## src/rtl/cash_rd_arbiter.sv

```systemverilog
// cash_rd_arbiter: round-robin arbiter sharing the single cache read port
// between the IR decoder loader (requester 0) and the data load unit
// (requester 1). Grants bursts bounded by MAX_BURST and steers returned
// read data back to the requester that issued each read.
module cash_rd_arbiter #(
  parameter int unsigned DATA_WIDTH = 8,
  parameter int unsigned MAX_BURST  = 16
) (
  input  logic                  clk,
  input  logic                  rst,
  input  logic                  i_req0,
  input  logic [DATA_WIDTH-1:0] i_addr0,
  output logic                  o_gnt0,
  output logic                  o_rvalid0,
  input  logic                  i_req1,
  input  logic [DATA_WIDTH-1:0] i_addr1,
  output logic                  o_gnt1,
  output logic                  o_rvalid1,
  output logic                  o_cash_ren,
  output logic [DATA_WIDTH-1:0] o_cash_addr,
  input  logic [DATA_WIDTH-1:0] i_cash_rdata,
  output logic [DATA_WIDTH-1:0] o_rdata,
  output logic                  o_owner
);

  localparam int unsigned CNT_W = $clog2(MAX_BURST + 1);

  localparam logic [1:0] IDLE = 2'd0;
  localparam logic [1:0] GNT0 = 2'd1;
  localparam logic [1:0] GNT1 = 2'd2;

  logic [1:0]       state;
  logic [1:0]       state_nxt;
  logic [CNT_W-1:0] cnt;
  logic [CNT_W-1:0] cnt_nxt;
  logic             last;
  logic             last_nxt;
  logic             ret_v;
  logic             ret_id;
  logic             beat0;
  logic             beat1;
  logic             beat;
  logic             limit_hit;

  // Grants decode straight from the state register
  assign o_gnt0  = (state == GNT0);
  assign o_gnt1  = (state == GNT1);
  assign o_owner = (state == GNT1);

  // A beat is a granted cycle whose owner is still requesting
  assign beat0 = o_gnt0 & i_req0;
  assign beat1 = o_gnt1 & i_req1;
  assign beat  = beat0 | beat1;

  // True when this beat brings the burst count to (or keeps it at) the limit
  assign limit_hit = (cnt >= CNT_W'(MAX_BURST - 1));

  // Cache read port is driven only during a beat, zero otherwise
  assign o_cash_ren  = beat;
  assign o_cash_addr = beat1 ? i_addr1 : (beat0 ? i_addr0 : '0);

  // Returned data strobe goes to whichever requester issued the beat
  assign o_rvalid0 = ret_v & ~ret_id;
  assign o_rvalid1 = ret_v &  ret_id;

  // State register
  always_ff @(posedge clk or posedge rst) begin
    if (rst) begin
      state <= IDLE;
    end else begin
      state <= state_nxt;
    end
  end

  // Next-state, round-robin pointer and burst counter update
  always_comb begin
    state_nxt = state;
    last_nxt  = last;
    cnt_nxt   = cnt;
    case (state)
      IDLE: begin
        if (i_req0 && i_req1) begin
          state_nxt = last ? GNT0 : GNT1;
        end else if (i_req0) begin
          state_nxt = GNT0;
        end else if (i_req1) begin
          state_nxt = GNT1;
        end
      end
      GNT0: begin
        if (!i_req0) begin
          state_nxt = i_req1 ? GNT1 : IDLE;
        end else if (limit_hit && i_req1) begin
          state_nxt = GNT1;
        end
      end
      GNT1: begin
        if (!i_req1) begin
          state_nxt = i_req0 ? GNT0 : IDLE;
        end else if (limit_hit && i_req0) begin
          state_nxt = GNT0;
        end
      end
      default: begin
        state_nxt = IDLE;
      end
    endcase

    if (state_nxt != state) begin
      cnt_nxt = '0;
      if (state_nxt == GNT0) begin
        last_nxt = 1'b0;
      end else if (state_nxt == GNT1) begin
        last_nxt = 1'b1;
      end
    end else if (beat && (cnt != CNT_W'(MAX_BURST))) begin
      cnt_nxt = cnt + 1'b1;
    end
  end

  // Burst bookkeeping and read-return pipeline
  always_ff @(posedge clk or posedge rst) begin
    if (rst) begin
      cnt     <= '0;
      last    <= 1'b1;
      ret_v   <= 1'b0;
      ret_id  <= 1'b0;
      o_rdata <= '0;
    end else begin
      cnt     <= cnt_nxt;
      last    <= last_nxt;
      ret_v   <= beat;
      ret_id  <= beat1;
      o_rdata <= i_cash_rdata;
    end
  end

endmodule

```

## config.mk

```make
export PLATFORM = sky130hd
export DESIGN_NAME = cash_rd_arbiter
export DESIGN_NICKNAME = d
export VERILOG_FILES = /design/src/rtl/cash_rd_arbiter.sv
export SDC_FILE = /design/constraint.sdc
export NUM_CORES = 1
export LEC_CHECK = 0
export BUFFER_PORTS_ARGS = -buffer_cell sky130_fd_sc_hd__buf_2
export CORE_UTILIZATION = 42
export CTS_BUF_LIST = sky130_fd_sc_hd__clkbuf_8
export DETAILED_ROUTE_END_ITERATION = 7
export PLACE_DENSITY = 0.76
export SKIP_LAST_GASP = 1
export SYNTH_ARGS = -nofsm -noshare
export SYNTH_HDL_FRONTEND = slang
export SYNTH_SLANG_ARGS = --single-unit
```

## constraint.sdc

```tcl
create_clock -name clk -period 2.3 [get_ports clk]
set_clock_uncertainty 0.05 [all_clocks]
set_input_delay 0.23 -clock clk [delete_from_list [all_inputs] [get_ports clk]]
set_output_delay 0.23 -clock clk [all_outputs]
set_load 0.01 [all_outputs]
```

==> results of run 1 <==
metal layers:
metal,GRT usage,up-vias,routed length [µm]
met4,0.0972,0,40
met2,0.351,33,1220
li1,-,427,-
met5,0,-,0
met3,0.0303,6,156
met1,0.205,431,933
kinds of logic (layout without fill, tap and decap cells):
| logic type | after synthesis | after routing | share of synthesized area |
|---|---|---|---|
| AND/OR/NAND/NOR | 27 | 27 | 0.161 |
| AO/OA/AOI/OAI | 22 | 22 | 0.201 |
| multiplexers | 1 | 1 | 0.0102 |
| XOR/XNOR | 3 | 3 | 0.0267 |
| flip-flops | 18 | 18 | 0.459 |
| buffers and inverters | 14 | 69 | 0.0915 |
| adder cells (fa/ha/maj) | 4 | 4 | 0.0508 |
state kept, by name, indices dropped and copies added (netlist names):
name,cells
o_rdata,8
cnt,5
state,2
ret_id,1
ret_v,1
last,1
path summary, 6_finish.rpt:
check | startpoint | end | slack, ps | cells past startpoint
max reg2reg | cnt[0] | last | 6 | 11
min in group clk | i_cash_rdata[4] | o_rdata[4] | 30 | 1
max | cnt[0] | last | 6 | 11
min | rst | cnt[4] | 10 | 2
max in group asynchronous | rst | o_rdata[7] | 1750 | 2
min reg2reg | last | last | 540 | 2
where the power goes:
part | switching (µW) | internal (µW)
registers | 45.2 | 359
clock network | 108 | 152
logic | 194 | 190
total | 347 | 702
placed cells by master (no fill, tap or decap), drive strengths merged, types with 2 or more instances in the layout:
cell    instances
buf            57
dfrtp          17
a22o            8
inv             8
nor2            7
nor2b           4
clkbuf          4
nand2           4
ha              4
a211oi          3
a211o           2
a21oi           2
and2            2
a31oi           2
xnor2           2
and3            2
nand3b          2
cell type report:
cell class | instances | area, µm²
clock buffer | 4 | 55.1
sequential | 18 | 452
fill | 187 | 828
timing repair buffer | 57 | 305
inverter | 8 | 32.5
multi-input combinational | 57 | 504
tap | 28 | 35.0
metrics by stage:
step | instance area [µm²] | power, µW
final | 1380 | 1050
after global routing | 1380 | 1110
after CTS | 1330 | 1020
after detailed placement | 1260 | 756
after global placement | 1260 | 738
after floorplan | 1010 | 665
repair_timing:
item                                    CTS  global route
gates resized for setup                   3             4
endpoints found under the setup margin    1             1
pin swaps                                 3             8
setup buffers                             0             3
==> flow_summary.yaml, run 1 <==
synth:
  synth_area_leaders: "dfrtp_1, a22o_1, ha_1, buf_6, dfstp_2"
  synth_top_area_cell: "dfrtp_1"
  async_flop_share: 1.00
  syn_area_um2: 985
  ys_seq_area_frac: 0.459
  syn_avg_cell_area_um2: 11.1
  syn_nets: 121
  yosysUniqueCellTypes: 36
  synth-edff-count: 0
  yosysWarnings: 0
  synth_top_area_frac: 0.432
  synth_top_cells_by_count: "dfrtp_1, a22o_1, inv_1, nor2_1"
  synth_flop_cell: "dfrtp_1"
  synth.most_common_cell: "dfrtp_1"
  postSynthCellCount: 89
  ys_ff_latch: 18
timing:
  finalSetupTns_ps: 0
  slew_headroom: 0.549
  fmax_mhz: 436
  holdWs_ps: 11.1
  drv_slew: 0
  min_period_ps: 2290
  setup_viol: 0
  final_hold_viol_count: 0
  setup_ws_ps: 6.50
  rsz0062_at_grt: "yes"
  tightest_slew_ps: 676
  fin_crit_sh: 0.997
clocking:
  cts.clk_slew.worst_paths_ps: 70
  cts_buffers: 3
  htreeDepth: 1
  clock_latency_ps: 260
  cts_sinks: 18
  hold_buffers: 0
  cts_tree: "done"
  clock_path_buffers: 2
  cts_root_buf: "clkbuf_8"
route:
  drt-wirelength-per-cell_um: 13.7
  drc: 0
  via_count: 897
  antenna_left: 0
  drt_iter0_markers: 10
  via_per_inst: 5.22
  totalWireLength_mm: 2.35
  first_pass_iters: 4
cells_and_area:
  drive_gt1_frac: 0.535
  area_delta_synth_final_pct: 40.5
  nets: 177
  fin_cells: 172
  antenna_cells: 0
  fin_util: 0.626
worst_hold_path:
  hold_path.class: "in2async"
grt:
  grt_usage: 0.190
  grt_max_degree: 19
  grt_pass1_vias: 801
  overflow: 0
  grt_pass1_wl_mm: 3.50
  antenna_found_initial: 0
die:
  num_io_pins: 50
  dieArea_um2: 2540
  die_w_um: 50.4
  num_rows: 17
  initial_core_util: 0.445
  core_um2: 2210
  dieHeight_um: 50.4
setup_path:
  critPathSlowestCell: "dfrtp_1"
  criticalPathCategory: "reg2reg"
  crit_chain: "ha_2 > and3_4 > ha_4 > nor2_4 > nand2_2 > a21o_1 > a211o_1 > ha_4 > inv_4 > buf_4 > a31oi_4"
  cpLargestDelayFamily: "adder cells"
  critPathLaunchType: "flop"
  cp.arrival_ps: 2440
  path_buf_inv: 2
  endpoint_kind: "flop"
  crit_path_frequent_cell: "ha_4"
  critical_path.max_stage_delay_ps: 390
  crit_required_ps: 2440
  crit_fanout: 4
run_status:
  status: "completed"
power:
  peakVddDrop_mv: 0.572
  p_leak_uw: 0.000710
  power_density_nw_per_um2: 758
flow_run:
  drv_cap: 0
placement:
  io_buffers: 49
  hpwl_mm: 1.69
  dp_cells: 165
  post-place-ws_ps: -37.5
  place.gp.congestion: 0.813
(Power assumes the default switching activity.)
==> run 2, diff against run 1 <==
- RECOVER_POWER: default -> 50
- TNS_END_PERCENT: default -> 100
==> run 2 against run 1 <==
  * Routed wire length barely moved
  * Setup slack did not move
  * Register-to-register slack barely moved
  * Power barely moved
  * Clock-buffer cell count did not move
  * Critical endpoint unchanged
  * Largest cell class unchanged
==> flow_summary.yaml, run 2 (synthesized netlist as in run 1, its figures left out) <==
grt:
  grt_usage: 0.190
  antenna_found_initial: 0
  grt_pass1_wl_mm: 3.50
  overflow: 0
  grt_max_degree: 19
  grt_pass1_vias: 801
setup_path:
  crit_fanout: 4
  cp.arrival_ps: 2440
  reg2reg_from: "cnt[0]"
  endpoint: "last"
  critPathLaunchType: "flop"
  endpoint_kind: "flop"
  r2r_end: "last"
  criticalPathCategory: "reg2reg"
  crit_required_ps: 2440
  reg2reg_depth: 11
  cp-startpoint: "cnt[0]"
  ff2ff_setup_slack_ps: 6
route:
  totalWireLength_mm: 2.36
  drc: 0
  via_count: 897
  via_per_inst: 5.22
  antenna_left: 0
  drt_iter0_markers: 10
  first_pass_iters: 4
  drt-wirelength-per-cell_um: 13.7
placement:
  io_buffers: 49
  place.gp.congestion: 0.813
  hpwl_mm: 1.69
  dp_cells: 165
flow_run:
  drv_cap: 0
power:
  p_leak_uw: 0.000704
  power_density_nw_per_um2: 759
  power.total_uw: 1050
  peakVddDrop_mv: 0.572
run_status:
  status: "completed"
cells_and_area:
  top_regs: "o_rdata (8), cnt (5), state (2)"
  top_register: "o_rdata"
  fillers: 189
  drive_gt1_frac: 0.521
  nets: 177
  layout.cells.most_common: "buf_2"
  most-common-layout-cells: "buf_2, dfrtp_1, a22o_1, buf_4"
  area_delta_synth_final_pct: 40.3
  area.sequential_um2: 452
  fin_cells: 172
  largest_reg_flops: 8
  antenna_cells: 0
  multi_input_area_um2: 504
  fin_util: 0.624
die:
  initial_core_util: 0.445
  num_rows: 17
  num_io_pins: 50
  dieHeight_um: 50.4
  core_um2: 2210
  die_w_um: 50.4
  dieArea_um2: 2540
timing:
  final_hold_viol_count: 0
  setup_viol: 0
  fin_crit_sh: 0.997
  finalSetupTns_ps: 0
  drv_slew: 0
  tightest_slew_ps: 676
  fmax_mhz: 436
  min_period_ps: 2290
  slew_headroom: 0.549
  rsz0062_at_grt: "yes"
clocking:
  cts.clk_slew.worst_paths_ps: 70
  cts_root_buf: "clkbuf_8"
  cts_tree: "done"
  hold_buffers: 0
  htreeDepth: 1
  cts_sinks: 18
  clock_latency_ps: 260
  clock_path_buffers: 2
  cts_buffers: 3
worst_hold_path:
  hold_path.class: "in2async"
-- run 2: routing by layer --
layer  vias up  GRT usage  share of wire
li1        427          -              -
met1       431      0.205           0.40
met2        33      0.351           0.52
met3         6     0.0303          0.066
met4         0     0.0972          0.017
met5         -          0              0
-- run 2: timing repair --
item | 4_1_cts | 5_1_grt
endpoints found under the setup margin | 1 | 1
endpoints found under the hold margin | 0 | 0
gates cloned | 0 | 0
resized for setup | 3 | 4
buffers inserted | 0 | 3
pin swaps | 3 | 8
-- run 2: cell type report --
| cell class | instances | area share |
|---|---|---|
| clock buffers | 4 | 0.0399 |
| inverters | 8 | 0.0236 |
| multi-input cells | 57 | 0.365 |
| flip-flops and latches | 18 | 0.327 |
| well taps | 28 | 0.0254 |
| repair buffers | 57 | 0.219 |
-- run 2: stage by stage --
step           cell area [µm²]  setup slack (ps)  hold slack, ps
2_1_floorplan             1010              3.64             118
3_5_place_dp              1260             -37.5             289
4_1_cts                   1330              5.78            23.5
3_3_place_gp              1260              37.0             289
5_1_grt                   1380             -83.3            17.5
6_report                  1380              6.50            11.1
-- run 2: worst min-delay path by stage --
stage | from | end | slack (ps) | cells after the start
after floorplan | rst | cnt[0] | 120 | 1
after global placement | rst | o_rdata[3] | 290 | 2
after detailed placement | i_cash_rdata[2] | o_rdata[2] | 290 | 1
after CTS | i_cash_rdata[3] | o_rdata[3] | 20 | 1
after global routing | i_cash_rdata[2] | o_rdata[2] | 20 | 1
final | rst | cnt[4] | 10 | 2
-- run 2: where the power goes --
| group | switching [µW] | internal (µW) | leakage (µW) |
|---|---|---|---|
| logic | 194 | 190 | 0.000451 |
| registers | 45.3 | 359 | 0.000224 |
| clock network | 108 | 152 | 0.0000288 |
| total | 347 | 701 | 0.000704 |
-- run 2: critical path, stage by stage (launching register included) --
cell and delay (ps):
dfrtp_1 390, ha_2 200, and3_4 190, ha_4 160, nor2_4 100, nand2_2 60, a21o_1 190, a211o_1 330
ha_4 280, inv_4 30, buf_4 130, a31oi_4 110
==> run 3, diff against run 2 <==
- HOLD_SLACK_MARGIN: default -> 0.06
- SKIP_LAST_GASP: 1 -> default
==> run 3 against run 2 <==
  * Core utilization increased by 3.6 points
  * Via count increased by 7.1%
  * Sequential share of layout area is 1.8 points lower
  * Clock power about the same
  * First-iteration DRC count shrank 30%
  * Power increased by 1.5%
  * Sequential power hardly changed
  * Cell area rose by 5.8%
  * Non-clock buffer count grew 9
  * Die area stayed put
  * Critical path type unchanged
  * Largest cell class unchanged
==> flow_summary.yaml, run 3 (synthesized netlist as in run 1, its figures left out) <==
worst_hold_path:
  hold_depth: 3
  worstHoldStart: "i_req1"
  hold_path.class: "in2reg"
  whs_endpoint: "state[1]"
route:
  totalWireLength_mm: 2.56
  antenna_left: 0
  via_count: 961
  drc: 0
  via_per_inst: 5.31
  drt_iter0_markers: 7
  drt-wirelength-per-cell_um: 14.1
  first_pass_iters: 4
clocking:
  cts_buffers: 3
  cts_root_buf: "clkbuf_8"
  clock_path_buffers: 2
  htreeDepth: 1
  clock_latency_ps: 260
  cts_sinks: 18
  cts_tree: "done"
  cts.clk_slew.worst_paths_ps: 70
power:
  pwr-share-comb: 0.372
  power_density_nw_per_um2: 728
  p_int_uw: 709
  seqPwrFrac: 0.380
  clkPwrFrac: 0.248
  switchingPower_uw: 356
  p_leak_uw: 0.000719
  peakVddDrop_mv: 0.572
  p_sw_frac: 0.334
placement:
  io_buffers: 49
  place.gp.congestion: 0.813
  post-place-ws_ps: -37.5
  hpwl_mm: 1.69
grt:
  grt_pass1_vias: 855
  antenna_found_initial: 0
  overflow: 0
  grt_usage: 0.209
  grt_max_degree: 19
  grt_pass1_wl_mm: 3.80
setup_path:
  crit_fanout: 4
  crit_required_ps: 2440
  critPathLaunchType: "flop"
  criticalPathCategory: "reg2reg"
  r2r_end: "last"
  reg2reg_depth: 11
  crit_path_frequent_cell: "ha_4"
  cp.arrival_ps: 2440
  critical_path.max_stage_delay_ps: 390
  ff2ff_setup_slack_ps: 1
  endpoint_kind: "flop"
  crit_chain: "ha_2 > and3_4 > ha_4 > nor2_4 > nand2_2 > a21o_1 > a211o_1 > ha_4 > inv_4 > buf_4 > a31oi_4"
  critPathSlowestCell: "dfrtp_1"
  reg2reg_from: "cnt[0]"
cells_and_area:
  drive_gt1_frac: 0.431
  layout.cells.most_common: "buf_2"
  top_register: "o_rdata"
  most-common-layout-cells: "buf_2, dfrtp_1, clkbuf_1, dlygate4sd3_1"
  antenna_cells: 0
  top_regs: "o_rdata (8), cnt (5), state (2)"
  nets: 186
  fillers: 184
  largest_reg_flops: 8
  fin_util: 0.661
  area_delta_synth_final_pct: 48.4
timing:
  setup_ws_ps: 1.18
  rsz0062_at_grt: "yes"
  tightest_slew_ps: 675
  slew_headroom: 0.550
  setup_viol: 0
  min_period_ps: 2300
  drv_slew: 0
  fmax_mhz: 435
  final_hold_viol_count: 0
  holdWs_ps: 238
  fin_crit_sh: 0.999
flow_run:
  drv_cap: 0
die:
  core_um2: 2210
  num_io_pins: 50
  dieHeight_um: 50.4
  num_rows: 17
  initial_core_util: 0.445
  die_w_um: 50.4
  dieArea_um2: 2540
run_status:
  status: "completed"
run 3: cell types whose count changed in the layout (fill, tap and decap cells not counted):
cell	previous run	this run
buf_2	47	39
clkbuf_1	2	10
dlygate4sd3_1	0	9
inv_1	6	7
inv_2	1	0
run 3: worst max path at each step:
stage,start,endpoint,slack (ps),cells past startpoint
3_3_place_gp,cnt[1],last,40,11
6_report,cnt[0],last,1,11
2_1_floorplan,cnt[0],last,4,11
4_1_cts,cnt[1],last,6,11
5_1_grt,cnt[0],last,-80,11
3_5_place_dp,cnt[1],last,-40,11
run 3: worst max-delay path: cells and delay by family, from the launching register on:
| family | cells | cell delay [ps] |
|---|---|---|
| flip-flops | 1 | 390 |
| AND/OR/NAND/NOR | 3 | 350 |
| adder cells (fa/ha/maj) | 3 | 640 |
| AO/OA/AOI/OAI | 3 | 630 |
| buffers and inverters | 2 | 160 |
run 3: cell type report:
| class | instances | area (µm²) | area share |
|---|---|---|---|
| Tap cell | 28 | 35.0 | 0.0240 |
| Inverter | 8 | 32.5 | 0.0223 |
| Timing Repair Buffer | 66 | 383 | 0.262 |
| Multi-Input combinational cell | 57 | 504 | 0.345 |
| Clock buffer | 4 | 55.1 | 0.0377 |
| Sequential cell | 18 | 452 | 0.309 |
run 3: timing repair:
action | 4_1_cts | 5_1_grt
pin swaps | 3 | 8
endpoints found under the hold margin | 25 | 0
gates cloned | 0 | 0
hold buffers | 9 | 0
setup buffers | 0 | 3
endpoints found under the setup margin | 1 | 1
gates resized for setup | 3 | 4
run 3: layer usage:
metal,routed length (µm),part of all wire,GRT usage,vias up
li1,-,-,-,453
met3,156,0.061,0.0303,9
met5,0,0,0,-
met2,1350,0.53,0.398,36
met1,986,0.39,0.222,463
met4,64,0.025,0.0972,0
run 3: power by group through the flow:
| stage | Combinational, µW | Clock, µW | Sequential [µW] |
|---|---|---|---|
| after floorplan | 268 | 0 | 396 |
| after global placement | 334 | 0 | 405 |
| after detailed placement | 347 | 0 | 408 |
| after CTS | 365 | 268 | 403 |
| after global routing | 426 | 280 | 412 |
| final | 396 | 264 | 404 |
run 3: through the flow:
step | TNS (ps) | instances | power (µW) | instance area (µm²)
after detailed placement | -37.5 | 165 | 756 | 1260
after CTS | 0 | 178 | 1040 | 1420
after global routing | -83.5 | 181 | 1120 | 1460
after floorplan | 0 | 89 | 665 | 1010
final | 0 | 181 | 1060 | 1460
after global placement | 0 | 165 | 738 | 1260
